<file path="config.mk">
export PLATFORM = sky130hd
export DESIGN_NAME = program_loader_flat
export DESIGN_NICKNAME = d
export VERILOG_FILES = /design/src/rtl/program_loader_if.sv /design/src/rtl/program_loader.sv /design/src/flat_wrapper.sv
export SDC_FILE = /design/constraint.sdc
export NUM_CORES = 1
export LEC_CHECK = 0
export BUFFER_PORTS_ARGS = -buffer_cell sky130_fd_sc_hd__buf_2
export CORE_MARGIN = 2
export CORE_UTILIZATION = 35
export CTS_BUF_LIST = sky130_fd_sc_hd__clkbuf_16
export CTS_CLUSTER_DIAMETER = 60
export DETAILED_ROUTE_END_ITERATION = 10
export GPL_TIMING_DRIVEN = 0
export PLACE_DENSITY = 0.63
export SYNTH_ARGS = -nofsm -noshare
export SYNTH_HDL_FRONTEND = slang
export SYNTH_SLANG_ARGS = --single-unit
</file>
<file path="constraint.sdc">
create_clock -name clk -period 4.3 [get_ports clk]
set_input_delay 1.075 -clock clk [delete_from_list [all_inputs] [get_ports clk]]
set_output_delay 1.075 -clock clk [all_outputs]
set_load 0.01 [all_outputs]
</file>
<file path="src/rtl/program_loader_if.sv">
// Byte-stream input and instruction-RAM write port of the program loader, plus CPU control.
// The master drives the stream and start; the slave (the loader) drives everything else.
interface program_loader_if #(
  parameter int INST_WIDTH = 16,
  parameter int ADDR_WIDTH = 8
);
  logic                  start;
  logic [7:0]            in_data;
  logic                  in_valid;
  logic                  in_ready;
  logic                  ram_inst_write;
  logic [ADDR_WIDTH-1:0] inst_addr;
  logic [INST_WIDTH-1:0] ram_inst_in;
  logic                  cpu_reset;
  logic                  load_done;
  logic                  load_error;

  modport master (
    output start, in_data, in_valid,
    input  in_ready, ram_inst_write, inst_addr, ram_inst_in, cpu_reset, load_done, load_error
  );

  modport slave (
    input  start, in_data, in_valid,
    output in_ready, ram_inst_write, inst_addr, ram_inst_in, cpu_reset, load_done, load_error
  );
endinterface

</file>
<file path="src/rtl/program_loader.sv">
// Packs stream bytes MSB-first into instructions, writes RAM words 0..NUM_WORDS-1, holds the CPU in reset until loaded.
// RAM strobe one cycle after a word's last byte; in_ready low outside LOAD/CHECK (BEATS+1 cycles/word). CHECKSUM_EN adds a trailer check.
module program_loader #(
  parameter int INST_WIDTH = 16,
  parameter int ADDR_WIDTH = 8,
  parameter int NUM_WORDS  = 256
) (
  input logic             clk,
  input logic             rst,
  program_loader_if.slave bus
);
  localparam int BEATS  = INST_WIDTH / 8;
  localparam int BEAT_W = (BEATS > 1) ? $clog2(BEATS) : 1;
  localparam logic [BEAT_W-1:0]     LAST_BEAT = BEAT_W'(BEATS - 1);
  localparam logic [ADDR_WIDTH-1:0] LAST_ADDR = ADDR_WIDTH'(NUM_WORDS - 1);

`ifdef CHECKSUM_EN
  typedef enum logic [2:0] {IDLE, LOAD, WRITE, CHECK, DONE, ERROR} state_t;
`else
  typedef enum logic [2:0] {IDLE, LOAD, WRITE, DONE} state_t;
`endif

  state_t                state, nxt_state;
  logic [ADDR_WIDTH-1:0] addr, nxt_addr;
  logic [BEAT_W-1:0]     beat, nxt_beat;
  logic [INST_WIDTH-1:0] word, nxt_word;
  logic                  in_ready_q, nxt_in_ready;
  logic                  write_q, nxt_write;
  logic [ADDR_WIDTH-1:0] inst_addr_q, nxt_inst_addr;
  logic [INST_WIDTH-1:0] inst_data_q, nxt_inst_data;
  logic                  cpu_reset_q, nxt_cpu_reset;
  logic                  done_q, nxt_done;
  logic                  restart;
  logic                  xfer;
`ifdef CHECKSUM_EN
  logic [7:0]            sum, nxt_sum;
  logic                  error_q, nxt_error;
`endif

  // in_ready_q mirrors "state is LOAD or CHECK", so this is the real handshake
  assign xfer = bus.in_valid && in_ready_q;

  always_comb begin
    nxt_state     = state;
    nxt_addr      = addr;
    nxt_beat      = beat;
    nxt_word      = word;
    nxt_inst_addr = inst_addr_q;
    nxt_inst_data = inst_data_q;
    restart       = 1'b0;
`ifdef CHECKSUM_EN
    nxt_sum       = sum;
`endif

    case (state)
      IDLE: begin
        if (bus.start) begin
          nxt_state = LOAD;
          restart   = 1'b1;
        end
      end
      LOAD: begin
        if (xfer) begin
          nxt_word = INST_WIDTH'({word, bus.in_data});
`ifdef CHECKSUM_EN
          nxt_sum  = sum ^ bus.in_data;
`endif
          if (beat == LAST_BEAT) begin
            nxt_state     = WRITE;
            nxt_beat      = '0;
            nxt_inst_addr = addr;
            nxt_inst_data = INST_WIDTH'({word, bus.in_data});
          end else begin
            nxt_beat = beat + BEAT_W'(1);
          end
        end
      end
      WRITE: begin
        if (addr == LAST_ADDR) begin
`ifdef CHECKSUM_EN
          nxt_state = CHECK;
`else
          nxt_state = DONE;
`endif
        end else begin
          nxt_addr  = addr + ADDR_WIDTH'(1);
          nxt_state = LOAD;
        end
      end
`ifdef CHECKSUM_EN
      CHECK: begin
        if (xfer) nxt_state = (bus.in_data == sum) ? DONE : ERROR;
      end
      ERROR: begin
        if (bus.start) begin
          nxt_state = LOAD;
          restart   = 1'b1;
        end
      end
`endif
      DONE: begin
        if (bus.start) begin
          nxt_state = LOAD;
          restart   = 1'b1;
        end
      end
      default: nxt_state = IDLE;
    endcase

    if (restart) begin
      nxt_addr = '0;
      nxt_beat = '0;
`ifdef CHECKSUM_EN
      nxt_sum  = '0;
`endif
    end

    // Outputs are registered versions of what the next state implies
`ifdef CHECKSUM_EN
    nxt_in_ready  = (nxt_state == LOAD) || (nxt_state == CHECK);
    nxt_error     = (nxt_state == ERROR);
`else
    nxt_in_ready  = (nxt_state == LOAD);
`endif
    nxt_write     = (nxt_state == WRITE);
    nxt_cpu_reset = (nxt_state != DONE);
    nxt_done      = (nxt_state == DONE);
  end

  always_ff @(posedge clk or posedge rst) begin
    if (rst) begin
      state       <= IDLE;
      addr        <= '0;
      beat        <= '0;
      word        <= '0;
      in_ready_q  <= 1'b0;
      write_q     <= 1'b0;
      inst_addr_q <= '0;
      inst_data_q <= '0;
      cpu_reset_q <= 1'b1;
      done_q      <= 1'b0;
`ifdef CHECKSUM_EN
      sum         <= '0;
      error_q     <= 1'b0;
`endif
    end else begin
      state       <= nxt_state;
      addr        <= nxt_addr;
      beat        <= nxt_beat;
      word        <= nxt_word;
      in_ready_q  <= nxt_in_ready;
      write_q     <= nxt_write;
      inst_addr_q <= nxt_inst_addr;
      inst_data_q <= nxt_inst_data;
      cpu_reset_q <= nxt_cpu_reset;
      done_q      <= nxt_done;
`ifdef CHECKSUM_EN
      sum         <= nxt_sum;
      error_q     <= nxt_error;
`endif
    end
  end

  assign bus.in_ready       = in_ready_q;
  assign bus.ram_inst_write = write_q;
  assign bus.inst_addr      = inst_addr_q;
  assign bus.ram_inst_in    = inst_data_q;
  assign bus.cpu_reset      = cpu_reset_q;
  assign bus.load_done      = done_q;
`ifdef CHECKSUM_EN
  assign bus.load_error     = error_q;
`else
  assign bus.load_error     = 1'b0;
`endif
endmodule

</file>
<file path="src/flat_wrapper.sv">
// flat-port wrapper written by rule: the top's interface ports become plain ports
module program_loader_flat 
#(
  parameter int INST_WIDTH = 16,
  parameter int ADDR_WIDTH = 8,
  parameter int NUM_WORDS  = 256
)
  (clk, rst, bus_start, bus_in_data, bus_in_valid, bus_in_ready, bus_ram_inst_write, bus_inst_addr, bus_ram_inst_in, bus_cpu_reset, bus_load_done, bus_load_error);
  program_loader_if #(.INST_WIDTH(INST_WIDTH), .ADDR_WIDTH(ADDR_WIDTH)) bus_i ();
  input logic clk;
  input logic rst;
  input wire logic [$bits(bus_i.start)-1:0] bus_start;
  input wire logic [$bits(bus_i.in_data)-1:0] bus_in_data;
  input wire logic [$bits(bus_i.in_valid)-1:0] bus_in_valid;
  output wire logic [$bits(bus_i.in_ready)-1:0] bus_in_ready;
  output wire logic [$bits(bus_i.ram_inst_write)-1:0] bus_ram_inst_write;
  output wire logic [$bits(bus_i.inst_addr)-1:0] bus_inst_addr;
  output wire logic [$bits(bus_i.ram_inst_in)-1:0] bus_ram_inst_in;
  output wire logic [$bits(bus_i.cpu_reset)-1:0] bus_cpu_reset;
  output wire logic [$bits(bus_i.load_done)-1:0] bus_load_done;
  output wire logic [$bits(bus_i.load_error)-1:0] bus_load_error;
  assign bus_i.start = bus_start;
  assign bus_i.in_data = bus_in_data;
  assign bus_i.in_valid = bus_in_valid;
  assign bus_in_ready = bus_i.in_ready;
  assign bus_ram_inst_write = bus_i.ram_inst_write;
  assign bus_inst_addr = bus_i.inst_addr;
  assign bus_ram_inst_in = bus_i.ram_inst_in;
  assign bus_cpu_reset = bus_i.cpu_reset;
  assign bus_load_done = bus_i.load_done;
  assign bus_load_error = bus_i.load_error;
  program_loader #(.INST_WIDTH(INST_WIDTH), .ADDR_WIDTH(ADDR_WIDTH), .NUM_WORDS(NUM_WORDS)) u_core (.clk(clk), .rst(rst), .bus(bus_i));
endmodule
</file>
# == Yosys cells after proc, flatten, opt, wreduce, memory -nomap -nowiden ==
# Index checks and enable logic that the tools add are counted.
# Widths: inputs -> output; s select.
# classes
n_addsub,2
n_eq_ne,9
n_mux,14
reduce_logical,10
# ops
cell,count
$mux 8,3
$eq 3x2->1 const B,4
$mux 3,3
$pmux 3 s3,1
$add 8x1->8 const B,1
$eq 8x8->1 const B,1
$eq 3x1->1 const B,2
$mux 1,6
$reduce_and 2->1,3
$reduce_bool 2->1,3
$logic_not 3->1,1
$ne 3x2->1 const B,1
$reduce_and 3->1,1
$mux 2,1
$ne 2x1->1 const B,1
$reduce_or 2->1,1
$add 1x1->1 const B,1
$logic_and 1x1->1,1
# totals
regBits,48
inputBits,12
word_cells,45

# == Logic depth before layout (Yosys ltp) ==
# depth
ltp_word,5
mapped_depth,7
depth_no_buf,5

# == Least setup slack after synthesis ==
# OpenSTA, ideal clock, no wires.
# synth_timing
path_type,input -> register
startpoint,input port bus_in_valid
endpoint,register u_core.inst_data_q[10] (netlist: u_core.bus.ram_inst_in[10])
setup_ns,0.125
arrival_time_ns,2.239
setup_slack_ns,1.935
cell_stages,7
n_path_buf,3
path_cell_list,and4b_1 nor2b_4 buf_6 and2_4 buf_6 buf_12 mux2_4
# synth_via
elab_chain_len,2
# synth_lines
element,line_no,source
from (decl),flat_wrapper.sv:14,input wire logic [$bits(bus_i.in_valid)-1:0] bus_in_valid;
$logic_and 1x1->1,program_loader.sv:41,assign xfer = bus.in_valid && in_ready_q;
$reduce_and 3->1 (no line),-,
to (signal assigned),program_loader.sv:154,inst_data_q <= nxt_inst_data;
to (decl),program_loader.sv:30,"logic [INST_WIDTH-1:0] inst_data_q, nxt_inst_data;"
# No other way between the ends.
# A chain may end at the register's enable or synchronous reset.

# == Worst setup path after layout ==
# layout_timing
startpoint,input port bus_in_valid
endpoint,register u_core.inst_addr_q[0] (netlist: u_core.bus.inst_addr[0])
# layout_via
elab_chain_len,2
# layout_lines
element,line_no,source
$logic_and 1x1->1,program_loader.sv:41,
$reduce_and 3->1 (no line),-,
to (signal assigned),program_loader.sv:153,inst_addr_q <= nxt_inst_addr;
to (decl),program_loader.sv:29,"logic [ADDR_WIDTH-1:0] inst_addr_q, nxt_inst_addr;"
# No other way between the ends.

==> qor.csv <==
metric,value,unit
antenna violations before repair,0,
Yosys reg bits,48,
Worst setup SP type,primary input,
met2 wire len,1660,um
Placement Setup Slack,1.73,ns
multi-input combinational cell area,779,um^2
TritonCTS buffer count,5,
Critical Path RT,4.47,ns
ys async rst share,100,%
Die Y-Extent,80.8,um
drc violations,0,
clock-pin transition on the worst setup and hold timing paths,0.06,ns
share of layout cells above drive strength 1,48.1,%
clock buffer depth,2,
CTS root buf,clkbuf_16,
critical path type,primary input to flip-flop,
Pwr Density,388,mW/mm^2
GPL Wtd Cong,0.788,
Register Area,0.00120,mm^2
RSZ-0062 raised after global routing,no,
final setup fails,0,
IO Port Bufs,39,
total number of vias,1213,
ANT cells,0,
Starting Density,36.8,%
first-pass GRT wire length,5950,um
Max Freq,443,MHz
Final Hold Fails,0,
post-synthesis compound-gate area fraction,4.12,%
Reg2Reg Depth,5,
crit path DAT,2.42,ns
total routed wirelength,3570,um
Placement Rows,27,
cell area after placement,0.00237,mm^2
Finished Cell Area,0.00251,mm^2
mux contribution to synthesized area,22.3,%
most frequent cells in the layout,"47 x dfrtp_1, 39 x buf_2, 18 x mux2_4",
met3 wire len,173,um
worst setup margin,2.04,ns
crit path capture type,flip-flop,
Final ANT Viol Nets,0,
"Seq/Total Area, Yosys",58.3,%
max layer used,met4,
XOR/XNOR Fraction of Synth Area,1.27,%
Fillers,541,
Overflow after GRT,0,
initial drt markers,44,
Total GRT Usage,12.1,%
Lkg Pwr,1.28,nW
Nets,199,
wl on met1,1680,um
Mapped Cells,138,
largest net degree at the start of global routing,26,
Setup TNS Final,0,ns
synth unique cells,39,
number of flops mapped to enable cells by yosys,0,
CP Max Fanout,10,
VDD IR max,0.000219,V
Post-Synth Simple-Gate Area,9.16,%
# placed instances,251,
Slew Limit Fails,0,
die area,0.00653,mm^2
Post-Synth Adder-Cell Area,0.606,%
PostCTS Resize Cnt,0,
CTS tree,yes,
Post-synth top flop,dfrtp_1,
largest family of logic cells by synthesized area,multiplexers,
hold_buf cts,0,
clk_lat worst skew,0.28,ns
die width,80.8,um
First-pass DRT Iterations,4,
via density per instance,4.68,
Tmin final,2.26,ns
Final HPWL DP,2490,um
slew of the pin with the lowest slew margin,0.813,ns
final cell count without fillers,259,
Ys Warns,0,
Setup Buffers After CTS,0,
Sink Count,48,
hold slack,0.499,ns
HP Class,flip-flop to flip-flop,
number of global-route vias before repair,1211,
reported max-cap violation count,0,
final worst path period share,52.5,%
io pins,41,
WHS Path Cells,1,
synthesized cell area,0.00206,mm^2
drt wl/cell,13.8,um
Core Area,0.00561,mm^2
outcome,completed,
Mapped Avg Cell Area,15.0,um^2
"most common cell after layout, fill and taps aside",dfrtp_1,
clk_skew,0.00386,ns
H-tree depth,2,
Worst slew margin,45.0,%
area grow syn2layout,21.8,%
-- registers in the layout (all words and copies together) (netlist names) --
register / cells
u_core.word: 8
u_core.bus.cpu_reset: 1
u_core.state: 3
u_core.beat: 1
u_core.bus.in_ready: 1
u_core.bus.load_done: 1
u_core.addr: 8
u_core.bus.ram_inst_in: 16
u_core.bus.ram_inst_write: 1
u_core.bus.inst_addr: 8
-- logic make-up (layout without fill, tap and decap cells) --
logic type               after synthesis  after routing
flip-flops                            48             48
multiplexers                          35             35
AND/OR/NAND/NOR                       29             29
AO/OA/AOI/OAI                         12             12
buffers and inverters                  9             57
XOR/XNOR                               3              3
adder cells (fa/ha/maj)                1              1
other                                  1              2
-- critical path, stage by stage --
cell	delay (ns)
buf_2	0.08
and4b_1	0.21
nor2b_4	0.14
buf_6	0.16
and2_4	0.15
buf_6	0.14
buf_12	0.15
mux2_4	0.30
-- layer usage --
| layer | track usage, % | vias to the layer above |
|---|---|---|
| met4 | 4.58 | 0 |
| met1 | 16.1 | 599 |
| met5 | 0 | - |
| met3 | 3.44 | 6 |
| met2 | 18.8 | 31 |
| li1 | - | 577 |
-- through the flow --
step	total power [W]	utilization [%]
floorplan	0.000578	-
global placement	0.000609	41.9
detailed placement	0.000616	42.3
CTS	0.000992	44.8
global route	0.00102	44.8
finish	0.000976	44.8
-- cell type report --
type | instances | share of cell area (%)
clock buffer | 5 | 4.98
tap | 72 | 3.59
sequential | 48 | 47.9
multi-input combinational | 82 | 31.0
timing repair buffer | 40 | 8.57
clock inverter | 3 | 0.598
inverter | 4 | 0.598
buffer | 5 | 2.79
-- power by group --
group / internal [W] / switching (W)
clock network: 0.000211 / 0.000159
registers: 0.000490 / 0.0000206
logic: 0.0000544 / 0.0000396
total: 0.000756 / 0.000220
-- synth_stat cells (2+ instances only) --
cell	count	area (um^2)
and3_1	2	12.5
nand3_1	2	10.0
mux2i_1	2	20.0
a211oi_1	2	15.0
xor2_1	2	17.5
nor2_1	4	15.0
a21oi_1	2	10.0
buf_12	2	40.0
nand2b_1	4	25.0
mux2_2	15	169
buf_6	2	22.5
dfrtp_1	47	1180
nand2_1	2	7.51
nor4bb_1	2	20.0
inv_1	4	15.0
nor3_1	3	15.0
mux2_4	18	270
o21ai_0	2	10.0
-- path summary, 6_finish.rpt --
path / startpoint / endpoint / slack, ns
hold reg to reg: u_core.word[2] / u_core.bus.ram_inst_in[10] / 0.50
min in group asynchronous: rst / u_core.bus.ram_inst_in[0] / 0.83
setup / recovery: bus_in_valid / u_core.bus.inst_addr[0] / 2.04
hold / removal: u_core.word[2] / u_core.bus.ram_inst_in[10] / 0.50
max in group asynchronous: rst / u_core.bus.cpu_reset / 2.88
setup reg to reg: u_core.addr[0] / u_core.addr[4] / 2.34
Note: power is estimated with default switching activity, not from simulation.
